[config.mk]
export PLATFORM = sky130hd
export DESIGN_NAME = seq_add_sub
export DESIGN_NICKNAME = d
export VERILOG_FILES = /design/src/rtl/emu_alu_pkg.sv /design/src/rtl/add_chunk.sv /design/src/rtl/seq_add_sub.sv
export SDC_FILE = /design/constraint.sdc
export NUM_CORES = 1
export LEC_CHECK = 0
export ABC_AREA = 1
export CORE_MARGIN = 3
export CORE_UTILIZATION = 50
export CTS_BUF_LIST = sky130_fd_sc_hd__clkbuf_8
export CTS_CLUSTER_SIZE = 20
export DETAILED_ROUTE_END_ITERATION = 16
export GPL_TIMING_DRIVEN = 0
export PLACE_DENSITY = 0.79
export RECOVER_POWER = 50
export SLEW_MARGIN = 20
export SYNTH_ARGS = -nofsm -noshare
export SYNTH_HDL_FRONTEND = slang
export SYNTH_SLANG_ARGS = --single-unit
[constraint.sdc]
create_clock -name CLK -period 6.8 [get_ports CLK]
set_input_delay 0.68 -clock CLK [delete_from_list [all_inputs] [get_ports CLK]]
set_output_delay 0.68 -clock CLK [all_outputs]
set_load 0.03 [all_outputs]
[src/rtl/emu_alu_pkg.sv]
// Shared types and helpers for the chunk-serial adder/subtractor.
// Holds the FSM state type, the chunk-count helper and saturation limits.
package emu_alu_pkg;

    typedef enum logic [1:0] {
        IDLE,
        RUN,
        DONE
    } state_e;

    function automatic int nchunk(int w, int c);
        return w / c;
    endfunction

    // Largest signed value of a w-bit word: 0111..1
    function automatic logic [63:0] max_s(int w);
        return ~64'd0 >> (65 - w);
    endfunction

    // Smallest signed value of a w-bit word: 1000..0
    function automatic logic [63:0] min_s(int w);
        return 64'd1 << (w - 1);
    endfunction

endpackage

[src/rtl/add_chunk.sv]
// Combinational CHUNK-bit ripple adder slice.
// Ports: a, b, ci in; s (sum), co (carry out), c_msb_in (carry into top bit) out.
module add_chunk #(
    parameter int CHUNK = 4
) (
    input  logic [CHUNK-1:0] a,
    input  logic [CHUNK-1:0] b,
    input  logic             ci,
    output logic [CHUNK-1:0] s,
    output logic             co,
    output logic             c_msb_in
);

    logic [CHUNK:0] c;

    always_comb begin
        c[0] = ci;
        for (int i = 0; i < CHUNK; i++) begin
            s[i]   = a[i] ^ b[i] ^ c[i];
            c[i+1] = (a[i] & b[i]) | (c[i] & (a[i] ^ b[i]));
        end
    end

    assign co       = c[CHUNK];
    assign c_msb_in = c[CHUNK-1];

endmodule

[src/rtl/seq_add_sub.sv]
// Multi-cycle chunk-serial adder/subtractor with C/V/Z/N flags and
// valid/ready handshakes. Optional clamp on overflow: EMU_ADD_SAT_EN.
// Ports: CLK, RST (sync, active high); in_valid/in_ready, A, B, Cin, SUB;
//        out_valid/out_ready, S, Cout, V, Z, N.
module seq_add_sub
    import emu_alu_pkg::*;
#(
    parameter int WIDTH = 8,
    parameter int CHUNK = 4
) (
    input  logic             CLK,
    input  logic             RST,
    input  logic             in_valid,
    output logic             in_ready,
    input  logic [WIDTH-1:0] A,
    input  logic [WIDTH-1:0] B,
    input  logic             Cin,
    input  logic             SUB,
    output logic             out_valid,
    input  logic             out_ready,
    output logic [WIDTH-1:0] S,
    output logic             Cout,
    output logic             V,
    output logic             Z,
    output logic             N
);

    localparam int NCHUNK = nchunk(WIDTH, CHUNK);
    localparam int IW     = (NCHUNK > 1) ? $clog2(NCHUNK) : 1;
    localparam logic [IW-1:0] LAST = IW'(NCHUNK - 1);

`ifdef EMU_ADD_SAT_EN
    localparam logic [63:0] MAX64 = max_s(WIDTH);
    localparam logic [63:0] MIN64 = min_s(WIDTH);
    localparam logic [WIDTH-1:0] SMAX = MAX64[WIDTH-1:0];
    localparam logic [WIDTH-1:0] SMIN = MIN64[WIDTH-1:0];
`endif

    state_e           state_q, state_d;
    logic [WIDTH-1:0] a_q, a_d;
    logic [WIDTH-1:0] b_q, b_d;
    logic [WIDTH-1:0] s_q, s_d;
    logic             c_q, c_d;
    logic [IW-1:0]    idx_q, idx_d;
    logic             cout_q, cout_d;
    logic             v_q, v_d;
    logic             z_q, z_d;
    logic             n_q, n_d;

    logic [CHUNK-1:0] a_ch, b_ch, sum_ch;
    logic             co_ch, cmsb_ch;
    logic [WIDTH-1:0] s_w;

    assign a_ch = a_q[idx_q*CHUNK +: CHUNK];
    assign b_ch = b_q[idx_q*CHUNK +: CHUNK];

    add_chunk #(.CHUNK(CHUNK)) u_add (
        .a        (a_ch),
        .b        (b_ch),
        .ci       (c_q),
        .s        (sum_ch),
        .co       (co_ch),
        .c_msb_in (cmsb_ch)
    );

    always_comb begin
        state_d = state_q;
        a_d     = a_q;
        b_d     = b_q;
        s_d     = s_q;
        c_d     = c_q;
        idx_d   = idx_q;
        cout_d  = cout_q;
        v_d     = v_q;
        z_d     = z_q;
        n_d     = n_q;
        // Result as it will look once this cycle's chunk is written
        s_w = s_q;
        s_w[idx_q*CHUNK +: CHUNK] = sum_ch;
        case (state_q)
            IDLE: begin
                if (in_valid) begin
                    a_d     = A;
                    b_d     = B ^ {WIDTH{SUB}};
                    c_d     = Cin;
                    s_d     = '0;
                    idx_d   = '0;
                    state_d = RUN;
                end
            end
            RUN: begin
                s_d = s_w;
                c_d = co_ch;
                if (idx_q == LAST) begin
                    cout_d  = co_ch;
                    v_d     = cmsb_ch ^ co_ch;
                    n_d     = s_w[WIDTH-1];
                    z_d     = (s_w == '0);
`ifdef EMU_ADD_SAT_EN
                    // Flags other than Z keep the unsaturated result
                    if (cmsb_ch ^ co_ch) begin
                        s_d = a_q[WIDTH-1] ? SMIN : SMAX;
                        z_d = 1'b0;
                    end
`endif
                    state_d = DONE;
                end else begin
                    idx_d = idx_q + IW'(1);
                end
            end
            DONE: begin
                if (out_ready) begin
                    state_d = IDLE;
                end
            end
            default: state_d = IDLE;
        endcase
    end

    always_ff @(posedge CLK) begin
        if (RST) begin
            state_q <= IDLE;
            a_q     <= '0;
            b_q     <= '0;
            s_q     <= '0;
            c_q     <= 1'b0;
            idx_q   <= '0;
            cout_q  <= 1'b0;
            v_q     <= 1'b0;
            z_q     <= 1'b0;
            n_q     <= 1'b0;
        end else begin
            state_q <= state_d;
            a_q     <= a_d;
            b_q     <= b_d;
            s_q     <= s_d;
            c_q     <= c_d;
            idx_q   <= idx_d;
            cout_q  <= cout_d;
            v_q     <= v_d;
            z_q     <= z_d;
            n_q     <= n_d;
        end
    end

    assign in_ready  = (state_q == IDLE);
    assign out_valid = (state_q == DONE);
    assign S         = s_q;
    assign Cout      = cout_q;
    assign V         = v_q;
    assign Z         = z_q;
    assign N         = n_q;

endmodule
# [Word-level counts from Yosys, hierarchy flattened]
# Cells that the tools add are included.
[totals] word_cells=62 register_bits=32
[op_classes] n_reduce_logical=7 n_eq_ne=5 mux=12 shift=4 add_sub_neg=2 n_bitwise=22
[ops] operator="3-bit negation with 34-bit output" count=1
[ops] operator="4-bit by 34-bit variable shift with 8-bit output (first input constant)" count=1
[ops] operator="4-bit by 34-bit indexed part select with 8-bit output" count=1
[ops] operator="8-bit case mux with 2 select lines" count=1
[ops] operator="8-bit by 4-bit indexed part select with 4-bit output" count=2
[ops] operator="1-bit XOR" count=9
[ops] operator="1-bit AND" count=8
[ops] operator="8-bit bitwise mux" count=1
[ops] operator="8-bit logical NOT" count=1
[ops] operator="8-bit two-way mux" count=1
[ops] operator="8-bit XOR" count=1
[ops] operator="2-bit two-way mux" count=3
[ops] operator="2-bit case mux with 3 select lines" count=1
[ops] operator="2-bit AND reduction" count=3
[ops] operator="2-bit inequality test (second input constant)" count=2
[ops] operator="1-bit OR" count=4
[ops] operator="1-bit case mux with 2 select lines" count=2
[ops] operator="1-bit two-way mux" count=3
[ops] operator="3-bit AND reduction" count=1
[ops] operator="2-bit by 1-bit equality test with 1-bit output (second input constant)" count=1
[ops] operator="2-bit equality test (second input constant)" count=1
[ops] operator="2-bit logical NOT" count=1
[ops] operator="2-bit by 1-bit inequality test with 1-bit output (second input constant)" count=1
[ops] operator="2-bit nonzero test" count=1
[ops] operator="1-bit adder (second input constant)" count=1

# [Longest topological paths before layout]
[depth] depth_word=12 ltp_mapped=14 depth_no_buf=12

# [Modules after synthesis]
# From an unflattened synthesis, not the netlist that was laid out.
[unflattened] cells_unflattened=226 hier_area_um2=1649.1
[by_module_without_submodules] mod="seq_add_sub" cells_each=214 n_inst=1 area_each_um2=1539.0 seq_area_each_um2=640.6
[by_module_without_submodules] mod="add_chunk" cells_each=12 n_inst=1 area_each_um2=110.1 seq_area_each_um2=0.0

# [Worst setup path after synthesis]
# No wires, ideal clock.
[synth_timing] path_kind="reg-to-reg" start="register idx_q" end="register s_q[6] (netlist: S[6])" synth_period_minus_slack_ns=2.711 setup_ns=0.071 arrival_ns=2.641 path_slack_ns=4.089 t_required_ns=6.729 path_stages_with_launch=12 path_cell_list="dfxtp_1 -> buf_6 -> buf_2 -> o21ai_0 -> fa_1 -> fa_1 -> inv_1 -> fa_1 -> nand2_1 -> o21ai_0 -> or2_2 -> a21oi_1"
[synth_between] elab_chain_cells=12 elab_cells_between_ends=24 cone_classes="add/sub (1); shift (4); mux (2); bitwise (17)"
[synth_lines] element="from (decl)" line="seq_add_sub.sv:44" text="logic [IW-1:0] idx_q, idx_d;"
[synth_lines] element="from (signal assigned)" line="seq_add_sub.sv:138" text="idx_q <= idx_d;"
[synth_lines] element="8-bit by 4-bit indexed part select with 4-bit output (on tied branches)" line="seq_add_sub.sv:54, seq_add_sub.sv:55"
[synth_lines] element="1-bit XOR" line="add_chunk.sv:19, add_chunk.sv:20"
[synth_lines] element="1-bit AND" line="add_chunk.sv:20" text="c[i+1] = (a[i] & b[i]) | (c[i] & (a[i] ^ b[i]));"
[synth_lines] element="1-bit OR" line="add_chunk.sv:20"
[synth_lines] element="1-bit AND" line="add_chunk.sv:20"
[synth_lines] element="1-bit OR" line="add_chunk.sv:20"
[synth_lines] element="1-bit AND" line="add_chunk.sv:20"
[synth_lines] element="1-bit OR" line="add_chunk.sv:20"
[synth_lines] element="1-bit XOR" line="add_chunk.sv:19" text="s[i] = a[i] ^ b[i] ^ c[i];"
[synth_lines] element="4-bit by 34-bit indexed part select with 8-bit output" line="seq_add_sub.sv:79" text="s_w[idx_q*CHUNK +: CHUNK] = sum_ch;"
[synth_lines] element="8-bit bitwise mux *" line="seq_add_sub.sv:79"
[synth_lines] element="8-bit case mux with 2 select lines *" line="seq_add_sub.sv:80" text="case (state_q)"
[synth_lines] element="to (signal assigned)" line="seq_add_sub.sv:125" text="s_q <= '0;"
[synth_lines] element="to (signal assigned)" line="seq_add_sub.sv:136" text="s_q <= s_d;"
[synth_lines] element="to (decl)" line="seq_add_sub.sv:42" text="logic [WIDTH-1:0] s_q, s_d;"
# Every way passes the cells marked *; elsewhere a longest branch is shown, timed or not.
# A chain may end at the register's enable or synchronous reset.

# [Worst setup path after layout]
[layout_timing] start="register idx_q" end="register n_q (netlist: N)"
[layout_between] elab_chain_cells=11 elab_cells_between_ends=24 cone_classes="add/sub (1); shift (4); mux (1); bitwise (17); reduce/logical (1)"
[layout_lines] element="8-bit by 4-bit indexed part select with 4-bit output (on tied branches)" line="seq_add_sub.sv:54, seq_add_sub.sv:55"
[layout_lines] element="1-bit XOR" line="add_chunk.sv:19, add_chunk.sv:20"
[layout_lines] element="1-bit AND" line="add_chunk.sv:20"
[layout_lines] element="1-bit OR" line="add_chunk.sv:20"
[layout_lines] element="1-bit AND" line="add_chunk.sv:20"
[layout_lines] element="1-bit OR" line="add_chunk.sv:20"
[layout_lines] element="1-bit AND" line="add_chunk.sv:20"
[layout_lines] element="1-bit OR" line="add_chunk.sv:20"
[layout_lines] element="1-bit XOR" line="add_chunk.sv:19"
[layout_lines] element="4-bit by 34-bit indexed part select with 8-bit output" line="seq_add_sub.sv:79"
[layout_lines] element="8-bit bitwise mux" line="seq_add_sub.sv:79"
[layout_lines] element="to (signal assigned)" line="seq_add_sub.sv:142" text="n_q <= n_d;"
[layout_lines] element="to (decl)" line="seq_add_sub.sv:48" text="logic n_q, n_d;"
# Parallel ways exist; a longest one is shown, timed or not.

==> results.cfg <==
[route]
routedWlPerCell_um = 11.5
num_vias = 1386
viasPerCell = 4.88
postRouteAntennaNets = 0
drt_pass1_iterations = 4
first_iter_violations = 124
finalWirelength_um = 3260
drcViolationCount = 0

[worst_setup_path]
critPathLaunchType = register
r2r-end = N$_SDFFE_PP0P_
worst_setup_path_end_kind = register
crit_cells = 11
path_class = reg -> reg
reg2reg_slack_ns = 3.85
r2r_start = idx_q$_SDFFE_PP0P_
crit_chain = buf_6, buf_2, o21ai_0, fa_1, fa_1, inv_1, fa_1, fa_1, nand3_2, nand2_1, a21oi_1
endpoint = N$_SDFFE_PP0P_
critPathSlowestCell = fa_1
crit_fanout = 10
worstRegToRegCells = 11
worstPathArrival_ns = 3.16
slowest_delay_ns = 0.48
critPathTopFamily = adder cells
startpoint = idx_q$_SDFFE_PP0P_
crit_path_frequent_cell = fa_1
cp_data_required_time_ns = 7.01
crit_buf_inv = 3

[synthesis]
async_flop_share_pct = 0
synth_nets = 227
ys_warn_count = 0
synth_edf_count = 0
synth-seq-area-share_pct = 40.1
syn_inst = 201
synth-seq-cells = 32
syn_area_per_cell_um2 = 7.96
yosys.cell_types.count = 32
ys.flop_type = dfxtp_1
syn_area_um2 = 1600

[clocking]
cts_hold_buf = 0
cts_tree = built
cts_setup_buffers = 0
cts_sinks = 32
htree_levels = 2
cts_max_path_buffers = 2
cts_buffers = 5
cts_resized = 0
cts.clk_slew.worst_paths_ns = 0.07
clock_latency_ns = 0.28
cts_root_buf = clkbuf_8

[sta]
rsz0062_at_grt = false
max_freq_mhz = 339
slew_headroom_pct = 65.8
hold_viol = 0
clock_skew_ns = 0.00713
final.period_utilization_pct = 43.4
final_max_slew_viol_count = 0
setup_viol = 0
setup_tns_ns = 0
period_minus_slack_ns = 2.95
worstMarginPinSlew_ns = 0.513
timing.final.ws_setup_ns = 3.85

[cells_and_area]
final_cell_mix = nand2_1, dfxtp_1, clkdlybuf4s50_1
nets = 267
antennaDiodeCount = 0
utilization_pct = 70.4
areaGrowthSynthToFinish_pct = 27.7
final_common_cell = nand2_1
drive_above_1_share_pct = 9.92

[pwr]
p_leak_uw = 0.000821
power.density_nw_per_um2 = 236
ir_drop_v = 0.000166
total_power_uw = 482

[run_status]
status = finished clean

[die]
coreArea_um2 = 2900
ios = 36
die_area_um2 = 3910
initial_core_util_pct = 55.1
die_h_um = 62.6
num_rows = 19
die_width_um = 62.6

[global_route]
first_global_vias = 1406
grt.overflow.total = 0
grt_start_max_net_pins = 11
grt_pass1_wl_um = 5870
gr-usage-all-layers_pct = 18.6
antenna_found_initial = 0

[placement]
portBuffers = 33
place.gp.congestion = 0.859
post-place-ws_ns = 3.85
place_hpwl_um = 2480

[flow_run]
maxCapViolations = 0

[min_path]
hp-class = reg -> reg
-- worst min path at each step --
stage / start / end / cells after the start
after global routing: N$_SDFFE_PP0P_ / N$_SDFFE_PP0P_ / 2
after floorplan: b_q[0]$_SDFFE_PP0P_ / b_q[0]$_SDFFE_PP0P_ / 2
after detailed placement: N$_SDFFE_PP0P_ / N$_SDFFE_PP0P_ / 2
final: N$_SDFFE_PP0P_ / N$_SDFFE_PP0P_ / 2
after CTS: b_q[0]$_SDFFE_PP0P_ / b_q[0]$_SDFFE_PP0P_ / 2
after global placement: b_q[0]$_SDFFE_PP0P_ / b_q[0]$_SDFFE_PP0P_ / 2
-- area by class of cell --
cell class | count | area [µm²]
Sequential cell | 32 | 641
Inverter | 21 | 80.1
Fill cell | 250 | 858
Tap cell | 42 | 52.6
Timing Repair Buffer | 33 | 330
Clock inverter | 2 | 7.51
Buffer | 9 | 43.8
Clock buffer | 6 | 82.6
Multi-Input combinational cell | 139 | 805
-- stage by stage --
step / hold WS (ns) / std cells / cell area (µm²)
floorplan: 0.424 / 201 / 1600
global placement: 0.436 / 276 / 1980
detailed placement: 0.440 / 276 / 1980
CTS: 0.450 / 284 / 2070
global route: 0.463 / 284 / 2040
finish: 0.447 / 284 / 2040
-- worst reg2reg max path, cell delays in order (launching register included) --
cell	delay (ns)
dfxtp_1	0.43
buf_6	0.19
buf_2	0.22
o21ai_0	0.16
fa_1	0.42
fa_1	0.36
inv_1	0.07
fa_1	0.22
fa_1	0.48
nand3_2	0.11
nand2_1	0.08
a21oi_1	0.13
-- cells by family (layout without fill, tap and decap cells) --
| kind of cell | count (synthesis) | in the layout | synth area share, % |
|---|---|---|---|
| adder cells (fa/ha/maj) | 4 | 4 | 5.01 |
| flip-flops | 32 | 32 | 40.1 |
| multiplexers | 2 | 2 | 1.25 |
| AO/OA/AOI/OAI | 46 | 46 | 16.9 |
| AND/OR/NAND/NOR | 78 | 78 | 22.5 |
| XOR/XNOR | 9 | 9 | 4.93 |
| buffers and inverters | 30 | 71 | 9.31 |
-- flip-flops by register name (all words and copies together) (netlist names) --
name,count
V,1
b_q,8
c_q,1
a_q,8
S,8
idx_q,1
state_q,2
Cout,1
Z,1
N,1
-- Yosys cell counts (2+ instances only) --
cell | n | area [µm²]
nor2_1 | 21 | 78.8
a21oi_2 | 2 | 17.5
buf_6 | 4 | 45.0
o21ai_0 | 15 | 75.1
nand2_4 | 2 | 22.5
dfxtp_1 | 32 | 641
mux2i_1 | 2 | 20.0
fa_1 | 4 | 80.1
buf_2 | 2 | 10.0
a211oi_2 | 3 | 37.5
nand3_1 | 4 | 20.0
nand2_1 | 44 | 165
o211ai_1 | 2 | 15.0
xnor2_1 | 4 | 35.0
nor2_8 | 2 | 40.0
o21ai_1 | 3 | 15.0
inv_2 | 2 | 7.51
a21oi_1 | 19 | 95.1
xor2_1 | 5 | 43.8
inv_1 | 17 | 63.8
-- power breakdown --
part	internal, µW	switching [µW]
combinational	51.1	72.3
clock	79.4	67.7
sequential	203	9.19
-- layer usage --
| metal | routed length (µm) | GRT usage (%) | up-vias |
|---|---|---|---|
| met1 | 1450 | 22.2 | 623 |
| met3 | 204 | 5.22 | 4 |
| met2 | 1570 | 32.1 | 37 |
| li1 | - | - | 722 |
| met4 | 40 | 5.79 | 0 |
| met5 | 0 | 0 | - |
No activity file was read; power rests on OpenSTA's default activity.
